==> config.mk <==
export PLATFORM = sky130hd
export DESIGN_NAME = fetch_unit_flat
export DESIGN_NICKNAME = d
export VERILOG_FILES = /design/src/rtl/fetch_unit_if.sv /design/src/rtl/fetch_unit.sv /design/src/flat_wrapper.sv
export SDC_FILE = /design/constraint.sdc
export NUM_CORES = 1
export LEC_CHECK = 0
export ABC_AREA = 1
export ABC_CLOCK_PERIOD_IN_PS = 8550
export CORE_UTILIZATION = 50
export CTS_CLUSTER_DIAMETER = 60
export CTS_CLUSTER_SIZE = 10
export DETAILED_ROUTE_END_ITERATION = 12
export PLACE_DENSITY = 0.77
export SETUP_SLACK_MARGIN = 0.3
export SLEW_MARGIN = 20
export SYNTH_ARGS = -nofsm -noshare
export SYNTH_HDL_FRONTEND = slang
export SYNTH_SLANG_ARGS = --single-unit
==> constraint.sdc <==
create_clock -name clk -period 8.55 [get_ports clk]
set_input_delay 1.2825 -clock clk [delete_from_list [all_inputs] [get_ports clk]]
set_output_delay 1.2825 -clock clk [all_outputs]
set_load 0.01 [all_outputs]
==> src/rtl/fetch_unit_if.sv <==
// Instruction-memory request/response channel used by the fetch stage.
// The fetch unit is the master: it issues addresses and receives in-order
// instruction words. The memory side uses the slave modport.
interface fetch_unit_if;
  logic        req_valid;
  logic        req_ready;
  logic [31:0] addr;
  logic        rsp_valid;
  logic [31:0] rsp_data;

  modport master (
    output req_valid,
    output addr,
    input  req_ready,
    input  rsp_valid,
    input  rsp_data
  );

  modport slave (
    input  req_valid,
    input  addr,
    output req_ready,
    output rsp_valid,
    output rsp_data
  );
endinterface

==> src/rtl/fetch_unit.sv <==
// Instruction-fetch stage: owns the fetch PC, keeps up to DEPTH requests or
// buffered instructions outstanding, and presents the prefetch-buffer head
// to the F->D register. Redirects from Execute flush the buffer and mark
// every in-flight response as wrong-path so it is dropped on arrival.
module fetch_unit #(
  parameter logic [31:0] RESET_PC = 32'h0000_0000,
  parameter int          DEPTH    = 4
) (
  input  logic                clk,
  input  logic                reset,
  input  logic                StallF,
  input  logic                PCSrc_E,
  input  logic [31:0]         PCTarget_E,
  fetch_unit_if.master        imem,
  output logic [31:0]         Instruction_F,
  output logic [31:0]         PC_Out_F,
  output logic [31:0]         PCPlus4_F,
  output logic                Valid_F
);

  localparam int PW = $clog2(DEPTH);
  localparam int CW = PW + 1;
  localparam logic [31:0] NOP = 32'h0000_0013;

  logic [31:0]   fetchPc_q, fetchPc_d;
  logic [CW-1:0] inflight_q, inflight_d;
  logic [CW-1:0] bufCount_q, bufCount_d;
  logic [CW-1:0] discard_q, discard_d;
  logic [PW-1:0] pqWr_q, pqWr_d, pqRd_q, pqRd_d;
  logic [PW-1:0] bufWr_q, bufWr_d, bufRd_q, bufRd_d;

  logic [31:0] pcQueue_q  [DEPTH];
  logic [31:0] bufPc_q    [DEPTH];
  logic [31:0] bufInstr_q [DEPTH];

  logic [CW:0]   creditUsed;
  logic          reqValid;
  logic          accept;
  logic          keepRsp;
  logic          consume;
  logic [31:0]   rspPc;

  // Credit counts both requests in flight and instructions already buffered,
  // so a kept response can never find the buffer full.
  assign creditUsed = {1'b0, inflight_q} + {1'b0, bufCount_q};
  assign reqValid   = !reset && !PCSrc_E && (creditUsed < (CW+1)'(DEPTH));
  assign accept     = reqValid && imem.req_ready;
  assign rspPc      = pcQueue_q[pqRd_q];
  assign keepRsp    = imem.rsp_valid && (discard_q == '0) && !PCSrc_E;
  assign consume    = Valid_F && !StallF;

  assign imem.req_valid = reqValid;
  assign imem.addr      = fetchPc_q;

  assign Valid_F       = (bufCount_q != '0);
  assign Instruction_F = Valid_F ? bufInstr_q[bufRd_q] : NOP;
  assign PC_Out_F      = Valid_F ? bufPc_q[bufRd_q] : 32'h0;
  assign PCPlus4_F     = Valid_F ? (bufPc_q[bufRd_q] + 32'd4) : 32'h0;

  // Next-state for PC, counters and pointers; a redirect overrides the buffer
  // and discard bookkeeping but the PC queue still tracks any response.
  always_comb begin
    fetchPc_d  = fetchPc_q;
    inflight_d = inflight_q + CW'(accept) - CW'(imem.rsp_valid);
    bufCount_d = bufCount_q;
    discard_d  = discard_q;
    pqWr_d     = pqWr_q;
    pqRd_d     = pqRd_q;
    bufWr_d    = bufWr_q;
    bufRd_d    = bufRd_q;

    if (accept) begin
      fetchPc_d = fetchPc_q + 32'd4;
      pqWr_d    = pqWr_q + PW'(1);
    end
    if (imem.rsp_valid) begin
      pqRd_d = pqRd_q + PW'(1);
    end

    if (PCSrc_E) begin
      fetchPc_d  = PCTarget_E;
      bufCount_d = '0;
      bufWr_d    = '0;
      bufRd_d    = '0;
      // Responses already marked for discard are a subset of those in
      // flight, so every outstanding response (less the one arriving now,
      // which is dropped here) becomes wrong-path.
      discard_d  = inflight_q - CW'(imem.rsp_valid);
    end else begin
      if (imem.rsp_valid && (discard_q != '0)) begin
        discard_d = discard_q - CW'(1);
      end
      if (keepRsp) begin
        bufWr_d = bufWr_q + PW'(1);
      end
      if (consume) begin
        bufRd_d = bufRd_q + PW'(1);
      end
      bufCount_d = bufCount_q + CW'(keepRsp) - CW'(consume);
    end
  end

  // Control state registers with synchronous reset.
  always_ff @(posedge clk) begin
    if (reset) begin
      fetchPc_q  <= RESET_PC;
      inflight_q <= '0;
      bufCount_q <= '0;
      discard_q  <= '0;
      pqWr_q     <= '0;
      pqRd_q     <= '0;
      bufWr_q    <= '0;
      bufRd_q    <= '0;
    end else begin
      fetchPc_q  <= fetchPc_d;
      inflight_q <= inflight_d;
      bufCount_q <= bufCount_d;
      discard_q  <= discard_d;
      pqWr_q     <= pqWr_d;
      pqRd_q     <= pqRd_d;
      bufWr_q    <= bufWr_d;
      bufRd_q    <= bufRd_d;
    end
  end

  // Storage arrays need no reset: counts and pointers decide what is live.
  always_ff @(posedge clk) begin
    if (accept) begin
      pcQueue_q[pqWr_q] <= fetchPc_q;
    end
    if (keepRsp) begin
      bufPc_q[bufWr_q]    <= rspPc;
      bufInstr_q[bufWr_q] <= imem.rsp_data;
    end
  end

  // Counter invariants: credit never exceeds DEPTH, discards never exceed
  // the responses still owed.
  assert property (@(posedge clk) disable iff (reset)
    creditUsed <= (CW+1)'(DEPTH));
  assert property (@(posedge clk) disable iff (reset)
    discard_q <= inflight_q);

endmodule

==> src/flat_wrapper.sv <==
// flat-port wrapper written by rule: the top's interface ports become plain ports
module fetch_unit_flat 
#(
  parameter logic [31:0] RESET_PC = 32'h0000_0000,
  parameter int          DEPTH    = 4
)
  (clk, reset, StallF, PCSrc_E, PCTarget_E, Instruction_F, PC_Out_F, PCPlus4_F, Valid_F, imem_req_valid, imem_addr, imem_req_ready, imem_rsp_valid, imem_rsp_data);
  fetch_unit_if imem_i ();
  input  logic clk;
  input  logic reset;
  input  logic StallF;
  input  logic PCSrc_E;
  input  logic [31:0] PCTarget_E;
  output logic [31:0] Instruction_F;
  output logic [31:0] PC_Out_F;
  output logic [31:0] PCPlus4_F;
  output logic Valid_F;
  output wire logic [$bits(imem_i.req_valid)-1:0] imem_req_valid;
  output wire logic [$bits(imem_i.addr)-1:0] imem_addr;
  input wire logic [$bits(imem_i.req_ready)-1:0] imem_req_ready;
  input wire logic [$bits(imem_i.rsp_valid)-1:0] imem_rsp_valid;
  input wire logic [$bits(imem_i.rsp_data)-1:0] imem_rsp_data;
  assign imem_req_valid = imem_i.req_valid;
  assign imem_addr = imem_i.addr;
  assign imem_i.req_ready = imem_req_ready;
  assign imem_i.rsp_valid = imem_rsp_valid;
  assign imem_i.rsp_data = imem_rsp_data;
  fetch_unit #(.RESET_PC(RESET_PC), .DEPTH(DEPTH)) u_core (.clk(clk), .reset(reset), .StallF(StallF), .PCSrc_E(PCSrc_E), .PCTarget_E(PCTarget_E), .imem(imem_i), .Instruction_F(Instruction_F), .PC_Out_F(PC_Out_F), .PCPlus4_F(PCPlus4_F), .Valid_F(Valid_F));
endmodule
== Word level (Yosys, flattened, before mapping) ==
Memories as Yosys holds them, arrays and structs flattened. A register that Yosys moved wholly into a read port is not among the register bits.
Cells that the tools add are included.
Cells by class
  magnitude comparators: 1
  equality and inequality tests: 0
  multiplexer cells: 17
  $mul: 0
  add/sub/neg operators: 13
  shift-type cells: 0
  divide/modulo/power cells: 0
  reductions and logical operators: 16
  bitwise logic cells: 0
Operators with widths (number)
  two-way mux 32 bit: 5
  adder 32 x 3 -> 32 bit (second input constant): 2
  two-way mux 2 bit: 6
  subtractor 3 x 1 -> 3 bit: 3
  adder 2 x 1 -> 2 bit (second input constant): 4
  logical AND 1 bit: 7
  adder 3 x 1 -> 3 bit: 2
  two-way mux 3 bit: 2
  nonzero test 3 bit: 2
  adder 3 x 3 -> 4 bit: 1
  less-than comparator 4 x 3 -> 1 bit (second input constant): 1
  two-way mux 1 bit: 4
  nonzero test 2 bit: 2
  logical NOT 1 bit: 3
  logical NOT 3 bit: 1
  subtractor 3 x 1 -> 3 bit (second input constant): 1
  OR reduction 2 bit: 1
Word-level totals
  latch bits: 0
  word-level logic and storage cells: 58
  memories: 3
  input port bits: 70
  memory bits (read-only): 0
  register bits: 49
  output and inout bits: 130
  bits in writable memories: 384
Memory list
  u_core.bufInstr_q: words 4, width 32, read ports 1, clocked after Yosys merged registers in 1, write ports 1, RTL line fetch_unit.sv:34  | logic [31:0] bufInstr_q [DEPTH];
  u_core.bufPc_q: words 4, width 32, read ports 1, clocked after Yosys merged registers in 1, write ports 1, RTL line fetch_unit.sv:33  | logic [31:0] bufPc_q [DEPTH];
  u_core.pcQueue_q: words 4, width 32, read ports 1, clocked after Yosys merged registers in 1, write ports 1, RTL line fetch_unit.sv:32  | logic [31:0] pcQueue_q [DEPTH];

== Longest topological paths before layout ==
Gate-level depths: netlist of the first run.
  word-level depth: 6
  mapped depth: 17
  gate-level depth less buffers: 15

== Worst setup path before layout of the first run ==
OpenSTA, ideal clock, no wires.
  kind: input to register
  start: input port imem_rsp_valid
  end: memory u_core.bufInstr_q[0][0], enable pin
  buffers on the path: 0
  stages: 6
  arrival time: 4.355 ns
  setup time: 0.486 ns
  path slack: 3.709 ns
  data required time: 8.064 ns
  path through: inv_1 -> nor2_1 -> inv_1 -> nor2_1 -> inv_1 -> nor2_1
On the way
  cells in the longest elaborated chain, start to end: 4
RTL lines
  start: declaration: RTL line flat_wrapper.sv:21  | input wire logic [$bits(imem_i.rsp_valid)-1:0] imem_rsp_valid;
  logical AND 1 bit (2 in a row): RTL line fetch_unit.sv:49  | assign keepRsp = imem.rsp_valid && (discard_q == '0) && !PCSrc_E;
  two-way mux 1 bit: RTL line fetch_unit.sv:131  | if (keepRsp) begin
  two-way mux 1 bit (implied by the code): RTL line fetch_unit.sv:133  | bufInstr_q[bufWr_q] <= imem.rsp_data;
  end: declaration: RTL line fetch_unit.sv:34
No other way between the ends.

==> metrics.txt, run 1 <==
Synth Cell Area between 15000 and 20000 um^2; DRC errors left 0; crit path launch type flip-flop; HP Class reg2reg; DRT iter0 DRCs about 1100; ranking of synthesized cells by area edfxtp_1, nand2_1, nor2_1, dfxtp_1, o21ai_0; vias per cell between 5 and 6; Fin. Hold Viols 0; clk_skew around 0.020 ns; DR WL/cell around 17 um; clock-pin slew on the worst setup and hold paths ~0.06 ns; vias between 10000 and 15000; worst reg2reg path endpoint u_core.bufPc_q[1][20]$_DFFE_PP_; Worst Reg2Reg Path Length in Cells 5; DR pass1 iterations 5; part of the cycle the worst path needs 65.5%; Synth area leader edfxtp_1; Max-Slew Margin vs Limit about a third; final total power a little under 5 mW; CTS Root Cell clkbuf_16; chip height roughly 200 um; post-synth top area share between 50% and 60%; die area 39700 um^2; H-tree depth 2; final core occ between 60% and 70%; hold path depth 1; die width 199 um; grt total ovfl 0; CTS tree built; Final ANT Viol Nets 0; Required @ worst endpoint around 7.3 ns; Ys Warns 0; gr usage total a little under a quarter; post-synth net total roughly 2100; clock tree buffer depth 3; setup bufs post-CTS 0; R2R Setup Slk 5.73 ns; # setup viols final 0; VDD IR-drop max roughly 0.15 mV; Pwr per Cell Area 212 nW/um^2; arrival time at the worst endpoint about 4.3 ns; antenna cells 0; post_cts resized 0; Mapped Cells slightly below 2000; initial antenna violation count 1; setup TNS 0 ns; largest net degree at the start of global routing 132; slew of the pin with the lowest slew margin approximately 0.99 ns; # rows a little over 70; Post-Syn Area per Cell slightly below 10 um^2; final WL ~46 mm; core area between 30000 and 40000 um^2; cts hold-fix bufs 0; Area growth syn-to-layout 19.5%; minimum clock period 5.60 ns; final hold slack approximately 0.48 ns; clk sinks ~440; first-pass GRT wire length a little over 70 mm; hold_sp u_core.bufRd_q[0]$_SDFFE_PP0P_; hold endpoint u_core.bufRd_q[0]$_SDFFE_PP0P_; outcome complete, no violations; unrepaired setup endpoints after global routing no; GP Congestion 0.914; Seq/Total Area, Yosys 64.7%; Num CTS Buffers just over 50; fmax between 150 and 200 MHz; Leakage Power 8.50 nW; Worst setup EP type output port; port bufs around 200; max-slew violations 0; # IOs 200; Yosys cell types 39; initial core utilization 51.2%; vias in the first global route about 14000; number of max-cap violations 0; Critical Path Fanout Max 60; layout cells sized above 1 approximately 5.6%; Worst Path Class, Setup reg2out; Synth Register Bits around 440; DP Wirelength roughly 30 mm; # nets final between 2000 and 2500; latest clock arrival within the worst-skew pair between 0.5 and 0.6 ns
==> cells in the final DEF (no fill, tap or decap), types with 2 or more instances in the layout <==
| cell type | instances |
|---|---|
| fa_1 | 2 |
| edfxtp_1 | 384 |
| nor3_2 | 3 |
| ha_1 | 20 |
| nand3_1 | 88 |
| clkdlybuf4s50_1 | 199 |
| nor2_2 | 16 |
| o211ai_1 | 5 |
| o22ai_1 | 32 |
| xor2_1 | 16 |
| a21oi_1 | 73 |
| dfxtp_1 | 51 |
| and2_1 | 2 |
| inv_2 | 4 |
| o21ai_0 | 169 |
| nor2_1 | 353 |
| nor2_4 | 6 |
| nor3_1 | 13 |
| nand2_1 | 451 |
| inv_6 | 2 |
| nand4_1 | 11 |
| xnor2_1 | 6 |
| clkinv_1 | 2 |
| a31oi_1 | 10 |
| inv_1 | 126 |
| o311ai_0 | 3 |
| buf_4 | 18 |
| nand2_2 | 11 |
| clkbuf_16 | 52 |
| clkbuf_1 | 19 |
| a2bb2oi_1 | 2 |
==> flip-flops by register name, summed over array words and instances, names as in the netlist, named ones only <==
register	count
u_core.bufInstr_q	128
u_core.bufPc_q	128
u_core.pcQueue_q	128
u_core.imem.addr	32
u_core.bufCount_q	3
u_core.discard_q	3
u_core.inflight_q	3
u_core.bufRd_q	2
u_core.bufWr_q	2
u_core.pqRd_q	2
u_core.pqWr_q	2
==> per-layer routing <==
| metal | wire length, um | GRT usage, % | up-vias |
|---|---|---|---|
| li1 | - | - | 6953 |
| met4 | 721 | 5.74 | 2 |
| met3 | 3760 | 3.22 | 59 |
| met1 | 20000 | 33.0 | 6839 |
| met2 | 21700 | 38.0 | 633 |
| met5 | 13 | 0 | - |
==> logic make-up (layout without fill, tap and decap cells) <==
group           after synthesis  in the layout  synth area share (%)
flops                       437            437                  64.7
buf+inv                     224            426                  4.99
simple gates                956            956                  19.7
compound gates              298            298                  8.13
fa+ha+maj                    22             22                  1.49
xor+xnor                     22             22                 0.990
==> power breakdown <==
part	internal [mW]	switching [mW]	leakage, nW
Sequential	2.41	0.0476	3.92
Clock	1.11	0.781	0.695
Combinational	0.229	0.362	3.88
==> cell type report <==
| class | count | area (um^2) |
|---|---|---|
| Clock buffer | 71 | 1370 |
| Clock inverter | 6 | 78.8 |
| Fill cell | 3034 | 14800 |
| Inverter | 132 | 500 |
| Multi-Input combinational cell | 1298 | 5950 |
| Sequential cell | 437 | 12600 |
| Tap cell | 511 | 639 |
| Timing Repair Buffer | 217 | 2130 |
==> synth_stat cells <==
| library cell | number |
|---|---|
| a21oi_1 | 73 |
| a22oi_1 | 1 |
| a2bb2oi_1 | 2 |
| a31oi_1 | 10 |
| a32oi_1 | 1 |
| and2_1 | 2 |
| buf_1 | 7 |
| buf_2 | 22 |
| buf_4 | 9 |
| buf_6 | 7 |
| buf_8 | 1 |
| clkbuf_1 | 46 |
| clkinv_1 | 1 |
| dfxtp_1 | 53 |
| edfxtp_1 | 384 |
| fa_1 | 2 |
| ha_1 | 20 |
| inv_1 | 126 |
| inv_2 | 4 |
| inv_6 | 1 |
| nand2_1 | 451 |
| nand2_2 | 11 |
| nand3_1 | 88 |
| nand3_2 | 1 |
| nand4_1 | 11 |
| nor2_1 | 361 |
| nor2_2 | 12 |
| nor2_4 | 2 |
| nor3_1 | 14 |
| nor3_2 | 2 |
| o211ai_1 | 5 |
| o21ai_0 | 169 |
| o21ai_1 | 1 |
| o21bai_1 | 1 |
| o22ai_1 | 32 |
| o311ai_0 | 3 |
| or2_2 | 1 |
| xnor2_1 | 6 |
| xor2_1 | 16 |
==> worst max-delay path: stages, from the launching register on <==
cell	delay, ns
dfxtp_2	0.53
inv_2	0.48
buf_4	0.62
o211ai_1	0.18
nand2_1	0.16
ha_1	0.18
inv_1	0.07
nor2_2	0.16
nand2_1	0.14
nor2_4	0.22
nand4_1	0.15
nand2_1	0.09
nand2_1	0.05
nor2_1	0.13
clkdlybuf4s50_1	0.55
==> per-stage QoR <==
step                      worst slack (ns)  area (um^2)  cells
after floorplan                       3.71        19500   1959
after global placement                3.56        21800   2595
after detailed placement              3.51        21800   2595
after CTS                             2.90        23300   2672
after global routing                  2.59        23300   2672
final                                 2.95        23300   2672
==> worst max path at each step <==
stage / to / slack (ns) / depth (start not counted)
4_1_cts: PCPlus4_F[22] / 2.90 / 14
3_3_place_gp: PCPlus4_F[22] / 3.56 / 14
3_5_place_dp: PCPlus4_F[22] / 3.51 / 14
2_1_floorplan: u_core.bufInstr_q[0][0]$_DFFE_PP_ / 3.71 / 6
6_report: PCPlus4_F[22] / 2.95 / 14
5_1_grt: PCPlus4_F[22] / 2.59 / 14
No activity file was read; power rests on OpenSTA's default activity.
==> run 2, diff against run 1 <==
--- a/config.mk
+++ b/config.mk
@@ -6,7 +6,7 @@
 export NUM_CORES = 1
 export LEC_CHECK = 0
 export ABC_AREA = 1
-export ABC_CLOCK_PERIOD_IN_PS = 8550
+export ABC_CLOCK_PERIOD_IN_PS = 5400
 export CORE_UTILIZATION = 50
 export CTS_CLUSTER_DIAMETER = 60
 export CTS_CLUSTER_SIZE = 10
==> constraint.sdc (replaced) <==
create_clock -name clk -period 5.4 [get_ports clk]
set_input_delay 0.81 -clock clk [delete_from_list [all_inputs] [get_ports clk]]
set_output_delay 0.81 -clock clk [all_outputs]
set_load 0.01 [all_outputs]
==> metrics.txt, run 2 (synthesis gave the netlist of run 1 again) <==
Max-Slew Margin vs Limit about a third; Worst Path Class, Setup reg2out; layout cells sized above 1 about 5.5%; unrepaired setup endpoints after global routing yes; clock tree buffer depth 3; Worst setup EP type output port; max-slew violations 0; vias between 10000 and 15000; slew of the pin with the lowest slew margin just over 1 ns; die width approximately 200 um; arrival time at the worst endpoint approximately 4.0 ns; worst reg2reg path endpoint u_core.bufPc_q[0][12]$_DFFE_PP_; part of the cycle the worst path needs about nine tenths; Area growth syn-to-layout 19.8%; crit path launch type flip-flop; post-layout instance area 23300 um^2; largest registers u_core.bufInstr_q: 128 flops, u_core.bufPc_q: 128 flops, u_core.pcQueue_q: 128 flops; latest clock arrival within the worst-skew pair roughly 0.57 ns; Leakage Power 8.53 nW; Fin. Hold Viols 0; R2R Setup Slk approximately 2.7 ns; HP Class reg2reg; gr usage total a little under a quarter; DRT iter0 DRCs 1287; H-tree depth 2; final core occ between 60% and 70%; Worst Reg2Reg Path Length in Cells 9; most frequent cells in the layout nand2_1, edfxtp_1, nor2_1; DR pass1 iterations 6; largest net degree at the start of global routing ~130; first-pass GRT wire length roughly 73 mm; fillers roughly 3000; die area around 40000 um^2; GP Congestion ~0.95; # rows approximately 70; Num CTS Buffers 50; DR WL/cell 17.5 um; clk_skew 0.0203 ns; number of max-cap violations 0; placed cell area about 22000 um^2; chip height 199 um; placed cells around 2600; hold path depth 2; worst reg2reg path startpoint u_core.discard_q[0]$_SDFFE_PP0P_; post_cts resized 0; Pwr per Cell Area 337 nW/um^2; final WL between 40 and 50 mm; # setup viols final 0; fmax around 210 MHz; grt total ovfl 0; Critical Path Fanout Max around 130; hold_sp u_core.bufRd_q[1]$_SDFFE_PP0P_; # IOs 200; minimum clock period ~4.8 ns; setup TNS 0 ns; vias in the first global route 14000; final hold slack approximately 0.46 ns; most common cell after layout, fill and taps aside nand2_1; port bufs 199; Final ANT Viol Nets 0; core area around 38000 um^2; outcome complete, no violations; post-route insts no fill between 2000 and 3000; initial core utilization between 50 and 60%; Required @ worst endpoint 4.59 ns; DP Wirelength about 29 mm; DRC errors left 0; setup bufs post-CTS 0; clk sinks approximately 440; CTS Root Cell clkbuf_16; vias per cell approximately 5.5; initial antenna violation count 1; antenna cells 0; CTS tree built; clock-pin slew on the worst setup and hold paths ~0.060 ns; # nets final 2230; VDD IR-drop max 0.259 mV; cts hold-fix bufs 0
-- run 2: cell types whose count changed in the layout (fill, tap and decap cells not counted) --
cell        previous run  this run
buf_12                 0         3
buf_4                 18        17
bufinv_16              0         1
bufinv_8               0         1
clkbuf_1              19        25
clkbuf_16             52        50
clkinv_4               1         0
clkinvlp_4             1         0
-- run 2: routing by layer --
layer | vias to the layer above | global-route usage [%] | routed length [um]
met1 | 6865 | 33.5 | 19800
met4 | 2 | 7.04 | 921
met3 | 70 | 3.14 | 4390
li1 | 6964 | - | -
met5 | - | 0 | 14
met2 | 743 | 38.9 | 21700
-- run 2: layout make-up --
cell class              instances  area (um^2)  area share [%]
clock buffers                  75         1350            5.77
clock inverters                 6          101           0.434
well taps                     511          639            2.74
multi-input cells            1298         5950            25.5
inverters                     132          509            2.18
flip-flops and latches        437        12600            54.0
repair buffers                219         2180            9.34
-- run 2: worst max-delay path, stage by stage (launching register included) --
cell	delay [ns]
dfxtp_4	0.53
bufinv_8	0.72
nand2_1	0.16
nand2_1	0.10
nand2_1	0.06
nand2_1	0.11
ha_1	0.17
inv_1	0.07
nor2_2	0.16
nand2_1	0.13
nor2_4	0.22
nand4_1	0.14
nand2_1	0.09
nand2_1	0.05
nor2_1	0.12
clkdlybuf4s50_1	0.54
-- run 2: how the worst max path moves through the flow --
| stage | start | end | slack, ns | cells past startpoint |
|---|---|---|---|---|
| final | flip-flop | PCPlus4_F[22] | 0.61 | 15 |
| after global routing | flip-flop | PCPlus4_F[22] | 0.26 | 15 |
| after CTS | flip-flop | PCPlus4_F[22] | 0.62 | 15 |
| after detailed placement | flip-flop | PCPlus4_F[22] | 1.21 | 15 |
| after global placement | flip-flop | PCPlus4_F[22] | 1.31 | 15 |
| after floorplan | imem_rsp_valid | u_core.bufInstr_q[0][0]$_DFFE_PP_ | 1.03 | 6 |
-- run 2: where the power goes --
part	leakage [nW]	switching [mW]	internal [mW]	total [mW]
logic	3.91	0.578	0.369	0.946
clock network	0.692	1.26	1.76	3.03
registers	3.92	0.0751	3.81	3.89
total	8.53	1.92	5.94	7.86
-- run 2: metrics by stage --
step | power, mW | setup slack, ns
after global routing | 8.13 | 0.262
after floorplan | 4.45 | 1.03
after detailed placement | 4.89 | 1.21
final | 7.86 | 0.615
after CTS | 7.88 | 0.616
after global placement | 4.86 | 1.31
